<file path="config.mk">
export PLATFORM = sky130hd
export DESIGN_NAME = reg_arb
export DESIGN_NICKNAME = d
export VERILOG_FILES = /design/src/rtl/reg_arb_pkg.sv /design/src/rtl/reg_arb_rr.sv /design/src/rtl/reg_arb.sv
export SDC_FILE = /design/constraint.sdc
export NUM_CORES = 1
export LEC_CHECK = 0
export CAP_MARGIN = 20
export CORE_MARGIN = 4
export CORE_UTILIZATION = 38
export CTS_CLUSTER_DIAMETER = 60
export CTS_CLUSTER_SIZE = 24
export DETAILED_ROUTE_END_ITERATION = 16
export PLACE_DENSITY = 0.78
export SLEW_MARGIN = 10
export SYNTH_ARGS = -nofsm -noshare
export SYNTH_HDL_FRONTEND = slang
export SYNTH_SLANG_ARGS = --single-unit
</file>
<file path="constraint.sdc">
create_clock -name clk -period 1.5 [get_ports clk]
set_input_delay 0.15 -clock clk [delete_from_list [all_inputs] [get_ports clk]]
set_output_delay 0.15 -clock clk [all_outputs]
set_load 0.02 [all_outputs]
</file>
<file path="src/rtl/reg_arb_pkg.sv">
// Shared types and constants for the register-file arbiter.
// Holds the sequencer state enum, port identifiers and default bus widths.
// Imported by reg_arb and reg_arb_rr.
package reg_arb_pkg;

    localparam int DATA_WIDTH_DEF = 32;
    localparam int ADDR_WIDTH_DEF = 4;

    // Port identifiers; also the value held in the last-served pointer.
    localparam logic PORT_A = 1'b0;
    localparam logic PORT_B = 1'b1;

    typedef enum logic [1:0] {
        IDLE  = 2'd0,
        ISSUE = 2'd1,
        RESP  = 2'd2
    } state_t;

endpackage

</file>
<file path="src/rtl/reg_arb_rr.sv">
// Two-input arbiter for reg_arb: one-hot grant among req[1:0] while en is high.
// Ports: clk, rst (sync, active-high), req (bit0 = A, bit1 = B), en (arbitration
//        window), upd (grant accepted; advance pointer), gnt (one-hot, 0 when !en).
// Optional macro REG_ARB_FIXED_PRIO_EN: A always wins contention, no pointer kept.
module reg_arb_rr
    import reg_arb_pkg::*;
(
    input  logic       clk,
    input  logic       rst,
    input  logic [1:0] req,
    input  logic       en,
    input  logic       upd,
    output logic [1:0] gnt
);

`ifdef REG_ARB_FIXED_PRIO_EN

    // No state needed; the clock/reset/update inputs are intentionally idle.
    logic unused_fixed;
    assign unused_fixed = ^{clk, rst, upd};

    always_comb begin
        gnt = 2'b00;
        if (en) begin
            if (req[0]) begin
                gnt = 2'b01;
            end else if (req[1]) begin
                gnt = 2'b10;
            end
        end
    end

`else

    // Port served most recently; starts at B so A wins the first contention.
    logic last;

    always_ff @(posedge clk) begin
        if (rst) begin
            last <= PORT_B;
        end else if (upd) begin
            last <= gnt[1];
        end
    end

    always_comb begin
        gnt = 2'b00;
        if (en) begin
            if (req[0] && req[1]) begin
                gnt = (last == PORT_B) ? 2'b01 : 2'b10;
            end else if (req[0]) begin
                gnt = 2'b01;
            end else if (req[1]) begin
                gnt = 2'b10;
            end
        end
    end

`endif

endmodule

</file>
<file path="src/rtl/reg_arb.sv">
// Arbiter/sequencer sharing one 16x32 register file between ports A and B.
// Ports: clk, rst (sync, active-high); per port x in {a,b}: x_req/x_we/x_addr/x_wdata
//        in, x_ready/x_done/x_rdata out; rf_wr/rf_rd/rf_addr/rf_wdata to the register
//        file, rf_rdata/rf_rvalid from it; busy when not IDLE.
// Optional macro REG_ARB_FIXED_PRIO_EN selects fixed A-first priority (see reg_arb_rr).
module reg_arb
    import reg_arb_pkg::*;
#(
    parameter int DATA_WIDTH = DATA_WIDTH_DEF,
    parameter int ADDR_WIDTH = ADDR_WIDTH_DEF
) (
    input  logic                  clk,
    input  logic                  rst,

    input  logic                  a_req,
    input  logic                  a_we,
    input  logic [ADDR_WIDTH-1:0] a_addr,
    input  logic [DATA_WIDTH-1:0] a_wdata,
    output logic                  a_ready,
    output logic                  a_done,
    output logic [DATA_WIDTH-1:0] a_rdata,

    input  logic                  b_req,
    input  logic                  b_we,
    input  logic [ADDR_WIDTH-1:0] b_addr,
    input  logic [DATA_WIDTH-1:0] b_wdata,
    output logic                  b_ready,
    output logic                  b_done,
    output logic [DATA_WIDTH-1:0] b_rdata,

    output logic                  rf_wr,
    output logic                  rf_rd,
    output logic [ADDR_WIDTH-1:0] rf_addr,
    output logic [DATA_WIDTH-1:0] rf_wdata,
    input  logic [DATA_WIDTH-1:0] rf_rdata,
    input  logic                  rf_rvalid,

    output logic                  busy
);

    state_t                state;
    state_t                state_nxt;
    logic [1:0]            gnt;
    logic                  arb_en;
    logic                  accept;
    logic                  port_q;
    logic                  we_q;
    logic                  resp;
    logic                  rd_cap;
    logic [DATA_WIDTH-1:0] a_rdata_q;
    logic [DATA_WIDTH-1:0] b_rdata_q;

    // Grants only exist in IDLE and never while reset is held.
    assign arb_en = (state == IDLE) && !rst;

    reg_arb_rr u_rr (
        .clk (clk),
        .rst (rst),
        .req ({b_req, a_req}),
        .en  (arb_en),
        .upd (accept),
        .gnt (gnt)
    );

    assign a_ready = gnt[0];
    assign b_ready = gnt[1];
    assign accept  = gnt[0] | gnt[1];

    always_ff @(posedge clk) begin
        if (rst) begin
            state <= IDLE;
        end else begin
            state <= state_nxt;
        end
    end

    always_comb begin
        state_nxt = state;
        case (state)
            IDLE:    if (accept) state_nxt = ISSUE;
            ISSUE:   state_nxt = RESP;
            RESP:    state_nxt = IDLE;
            default: state_nxt = IDLE;
        endcase
    end

    // Address and write data stay put until the next accept, so the register
    // file's combinational read output is stable through RESP.
    always_ff @(posedge clk) begin
        if (rst) begin
            port_q   <= PORT_A;
            we_q     <= 1'b0;
            rf_addr  <= '0;
            rf_wdata <= '0;
        end else if (accept) begin
            port_q   <= gnt[1];
            we_q     <= gnt[1] ? b_we    : a_we;
            rf_addr  <= gnt[1] ? b_addr  : a_addr;
            rf_wdata <= gnt[1] ? b_wdata : a_wdata;
        end
    end

    // Strobes are not masked by rst: a write already in ISSUE at the reset
    // edge still commits in the register file.
    assign rf_wr = (state == ISSUE) &&  we_q;
    assign rf_rd = (state == ISSUE) && !we_q;
    assign busy  = (state != IDLE);

    // A reset arriving during RESP suppresses the done pulse and capture.
    assign resp   = (state == RESP) && !rst;
    assign a_done = resp && (port_q == PORT_A);
    assign b_done = resp && (port_q == PORT_B);
    assign rd_cap = resp && !we_q && rf_rvalid;

    // Read data is forwarded in the done cycle and held afterwards; a missing
    // rf_rvalid leaves the held value untouched.
    always_ff @(posedge clk) begin
        if (rst) begin
            a_rdata_q <= '0;
            b_rdata_q <= '0;
        end else begin
            if (rd_cap && a_done) a_rdata_q <= rf_rdata;
            if (rd_cap && b_done) b_rdata_q <= rf_rdata;
        end
    end

    assign a_rdata = (rd_cap && a_done) ? rf_rdata : a_rdata_q;
    assign b_rdata = (rd_cap && b_done) ? rf_rdata : b_rdata_q;

endmodule

</file>
Yosys cells after proc, flatten, opt, wreduce, memory -nomap -nowiden --
Cells that the tools add are included.
Cells by class: mux-type cells 12, reductions and logical operators 15, eq/ne operators 3, bitwise gates (word level) 2
Operator list (count):
- $mux W32 | 3
- $mux W2 | 6
- $logic_and A1 B1 Y1 | 11
- $mux W4 | 1
- $pmux W2 S2 | 1
- $eq A2 B1 Y1 const B | 1
- $eq A2 B2 Y1 const B | 1
- $logic_not A1 Y1 | 2
- $logic_not A2 Y1 | 1
- $ne A2 B2 Y1 const B | 1
- $reduce_bool A2 Y1 | 1
- $mux W1 | 1
- $not A1 Y1 | 1
- $or A1 B1 Y1 | 1
Storage, ports and cells: logic and storage cells 40, output and inout bits 107, bits of input ports 111, bits in registers 105

Depth between registers and ports, before layout --
depth in word-level cells 7, mapped depth 6, depth with buffers taken out 3

Hierarchy --
Synthesis repeated with hierarchy kept, for this count alone.
Unflattened totals: cells, all modules 547, area total of the unflattened synthesis 4838.4 um^2
Modules (own cells, without submodules):
- reg_arb | cells an instance 538, instances 1, area an instance 4773.3 um^2
- reg_arb_rr | cells an instance 9, instances 1, area an instance 65.1 um^2

Worst setup path before layout --
Ideal clock, no wire load.
path type reg-to-reg, from register state[1], to register port_q, slack -0.071 ns, stages on the path, launching flop included 5, data required time 1.363 ns, arrival 1.434 ns, clock period less this slack 1.571 ns, library setup time 0.137 ns, cells stage by stage dfxtp_1 or3_1 clkbuf_1 a211oi_2 o32ai_1
Between the ends: word-level cells in the longest chain between the ends 4
Ends and longest elaborated chain:
- start: declaration | line reg_arb.sv:41 | state_t state;
- start signal: assignment | line reg_arb.sv:73 | state <= state_nxt;
- $logic_not A2 Y1 | line reg_arb.sv:54 | assign arb_en = (state == IDLE) && !rst;
- $logic_and A1 B1 Y1 | line reg_arb.sv:54
- $mux W2 | line reg_arb_rr.sv:48 | if (en) begin
- via a_ready | line reg_arb.sv:19 | output logic a_ready,
- $or A1 B1 Y1 | line reg_arb.sv:67 | assign accept = gnt[0] | gnt[1];
- end signal: assignment | line reg_arb.sv:96 | port_q <= gnt[1];
- end: declaration | line reg_arb.sv:46 | logic port_q;
The timed path passes the listed nets, and every way through them passes these cells. A chain may end at the register's enable or synchronous reset.

Worst setup path after layout --
from register state[1], to output b_rdata[6]
Between the ends: word-level cells in the longest chain between the ends 6, elaborated cells between the ends (all ways) 7, classes of those cells eq/ne: 1; mux: 1; reduce/logical: 5
Ends and longest elaborated chain:
- $eq A2 B2 Y1 * | line reg_arb.sv:110 | assign resp = (state == RESP) && !rst;
- $logic_and A1 B1 Y1 * | line reg_arb.sv:110
- $logic_and A1 B1 Y1 (2 in a row) | line reg_arb.sv:113 | assign rd_cap = resp && !we_q && rf_rvalid;
- $logic_and A1 B1 Y1 * | line reg_arb.sv:128 | assign b_rdata = (rd_cap && b_done) ? rf_rdata : b_rdata_q;
- $mux W32 *
- end: declaration | line reg_arb.sv:29 | output logic [DATA_WIDTH-1:0] b_rdata,
Every way passes the cells marked *; elsewhere a longest branch is shown, timed or not.

==> key figures <==
Job
  – Max-Cap Viols: 0

Power and ir drop
  – Clk pwr share: 0.315
  – Gate power share: 0.287
  – Pwr Density: 794 mW/mm^2
  – Maximum vdd drop: 0.537 mV
  – Sw frac: 0.303
  – Sequential power share: 0.398
  – Int Pwr: 5.21 mW
  – Tot Pwr: 7.48 mW
  – NetSw: 2.27 mW
  – Leakage power figure: 3.86 nW

Floorplan
  – Row cnt: 40
  – Initial Utilization: 0.391
  – Overall die width: 119 um
  – Die Span Y: 119 um
  – I/O pins: 218
  – CORE AREA: 0.0121 mm^2
  – Die ar.: 0.0143 mm^2

Detailed routing
  – Via Count: 6271
  – Post-DRT Antenna Nets: 0
  – DR DRC count: 0
  – WL final: 23.8 mm
  – Routed vias/inst: 5.96
  – Initial DRC Count: 531
  – Wirelength per Cell: 22.7 um
  – First-pass detailed-route iteration total: 6

Global route
  – Grt total ovfl: 0
  – Vias in the first global route: 5928
  – Initial antenna violation count: 0
  – Largest net degree at the start of global routing: 67
  – Total track usage: 0.261
  – First-pass GRT wire length: 30.3 mm

Logic synthesis
  – Top-count cell post-synth: dfxtp_1
  – Avg Inst Size Synth: 7.81 um^2
  – Yosys top cell area share: 0.446
  – Seq/Total Area, Yosys: 0.446
  – Netlist cell types: 30
  – #FFs+latches synth: 105
  – Synth Flop Type: dfxtp_1
  – Asr flop ratio synth: 0
  – Number of flops mapped to enable cells by yosys: 0
  – Synthesis Warnings: 0
  – Syn Nets: 715
  – Syn Inst Count: 604
  – Synth top area cells: dfxtp_1, a21oi_1, nand3_1
  – Synth top cells by count: dfxtp_1, a21oi_1, nand3_1, nand2_1, o21ai_0
  – Cell Area, Synth: 0.00472 mm^2
  – Area leader, netlist: dfxtp_1

Timing
  – Final hold vios: 0
  – Final Max Tran Viols: 0
  – Worst Skew: 0.00600 ns
  – Worst-margin pin slew: 0.772 ns
  – Final period utilization: 1.35
  – Max-slew headroom: 0.485
  – Final setup fails: 149
  – Min Hold Slack: 0.379 ns
  – Unrepaired setup endpoints after global routing: true
  – Max frequency: 494 MHz
  – Fin crit period: 2.02 ns
  – Worst setup margin: -0.523 ns

Clock network
  – Bufs on Longest Clock Path: 2
  – CTS Sinks: 105
  – Root Driver: clkbuf_16
  – Worst-Skew Late Latency: 0.35 ns
  – CTS tree: built
  – Clock transition at path regs: 0.07 ns
  – CTS buffer count: 9
  – H-tree depth: 3

Layout
  – Final nets: 994
  – Fin util: 0.781
  – Area delta synth->final: 99.7%
  – Filler cell count: 715
  – Layout cells sized above 1: 0.436
  – Ant. Diodes: 0

Worst hold path
  – Hold Crit Class: primary input to flip-flop

Setup path
  – Crit Path Category: flip-flop to primary output
  – Worst Path Arrival: 1.87 ns
  – Data required time at the worst endpoint: 1.35 ns
  – CP endpoint kind: primary output
  – Worst-path fanout max: 12
  – Critical Path Source Type: flip-flop

Run status
  – Status: finished, violations left
  – Failing checks: negative setup slack

Place
  – GPL Wtd Cong: 0.870
  – Detail Placement HPWL: 11.9 mm
  – Number of port buffers: 217
==> per-layer routing <==
| metal | part of all wire | vias up | track usage |
|---|---|---|---|
| met2 | 0.50 | 402 | 0.452 |
| met1 | 0.36 | 3007 | 0.296 |
| met4 | 0.040 | 0 | 0.115 |
| met3 | 0.094 | 86 | 0.0793 |
| li1 | - | 2776 | - |
| met5 | 0 | - | 0 |
==> layout by cell type (no fill, tap or decap), types with 2 or more instances in the layout <==
cell / instances
a311oi_2: 11
inv_1: 4
buf_8: 3
buf_16: 3
a311oi_1: 26
a21oi_1: 98
buf_6: 44
nor2_1: 3
buf_12: 19
nand2_1: 43
clkdlybuf4s50_1: 133
clkbuf_16: 21
o21ai_1: 2
or3b_4: 3
dfxtp_4: 2
nand3_1: 70
nand2_2: 21
o21ai_4: 32
buf_2: 22
o21ai_2: 68
nand3_4: 3
a21oi_2: 4
dfxtp_1: 102
nand3_2: 28
dlymetal6s2s_1: 11
buf_4: 86
nor2_4: 3
==> logic make-up after synthesis <==
family / share of synthesized area
DFF: 0.446
AOI/OAI and AO/OA: 0.299
and+or+nand+nor: 0.182
buffers and inverters: 0.0732
==> worst paths after layout <==
path	start	to	slack, ns	depth (start not counted)
worst min register to register	a_rdata_q[12]$_SDFF_PP0_	a_rdata_q[12]$_SDFF_PP0_	0.47	2
worst max register to register	state[0]$_SDFFE_PP0P_	rf_wdata[12]$_SDFFE_PP0P_	-0.28	8
worst max-delay path	state[1]$_SDFFE_PP0P_	b_rdata[6]	-0.52	5
worst min-delay path	b_wdata[11]	rf_wdata[11]$_SDFFE_PP0P_	0.38	3
==> state kept, by name (all words and copies together), names as in the netlist <==
register,flops
we_q,1
a_rdata_q,32
b_rdata_q,32
rf_addr,4
state,2
rf_wdata,32
u_rr.last,1
port_q,1
==> power groups by stage <==
stage | combinational, mW | clock [mW] | sequential (mW)
floorplan | 0.566 | 0 | 3.13
global placement | 1.48 | 0 | 3.02
detailed placement | 1.50 | 0 | 3.02
CTS | 1.75 | 2.33 | 2.96
global route | 2.22 | 2.48 | 2.99
finish | 2.14 | 2.36 | 2.98
==> timing repair <==
action | CTS | global route
hold buffers | 0 | 0
pin swaps | 15 | 78
gates cloned | 8 | 16
endpoints found under the setup margin | 161 | 169
gates resized for setup | 488 | 200
buffers inserted | 12 | 12
==> stage by stage <==
step	instances	TNS, ns	area (um^2)	setup slack [ns]
after global routing	1052	-46.33	9420	-0.556
after floorplan	604	0	4720	0.00448
final	1052	-37.74	9420	-0.523
after global placement	998	-59.47	7510	-0.766
after CTS	1030	-38.53	8390	-0.540
after detailed placement	998	-65.29	7510	-0.753
==> critical path, stage by stage (launching register included) <==
cell	delay [ns]
dfxtp_4	0.36
or3b_4	0.49
buf_8	0.23
o21ai_4	0.18
nand2_1	0.11
buf_6	0.15
==> area by class of cell <==
type | count | area, um^2 | area share
sequential | 105 | 2110 | 0.224
tap | 168 | 210 | 0.0223
multi-input combinational | 429 | 3270 | 0.347
timing repair buffer | 334 | 3540 | 0.376
clock buffer | 11 | 243 | 0.0258
clock inverter | 1 | 30.0 | 0.00319
inverter | 4 | 15.0 | 0.00159
Note: power is estimated with default switching activity, not from simulation.
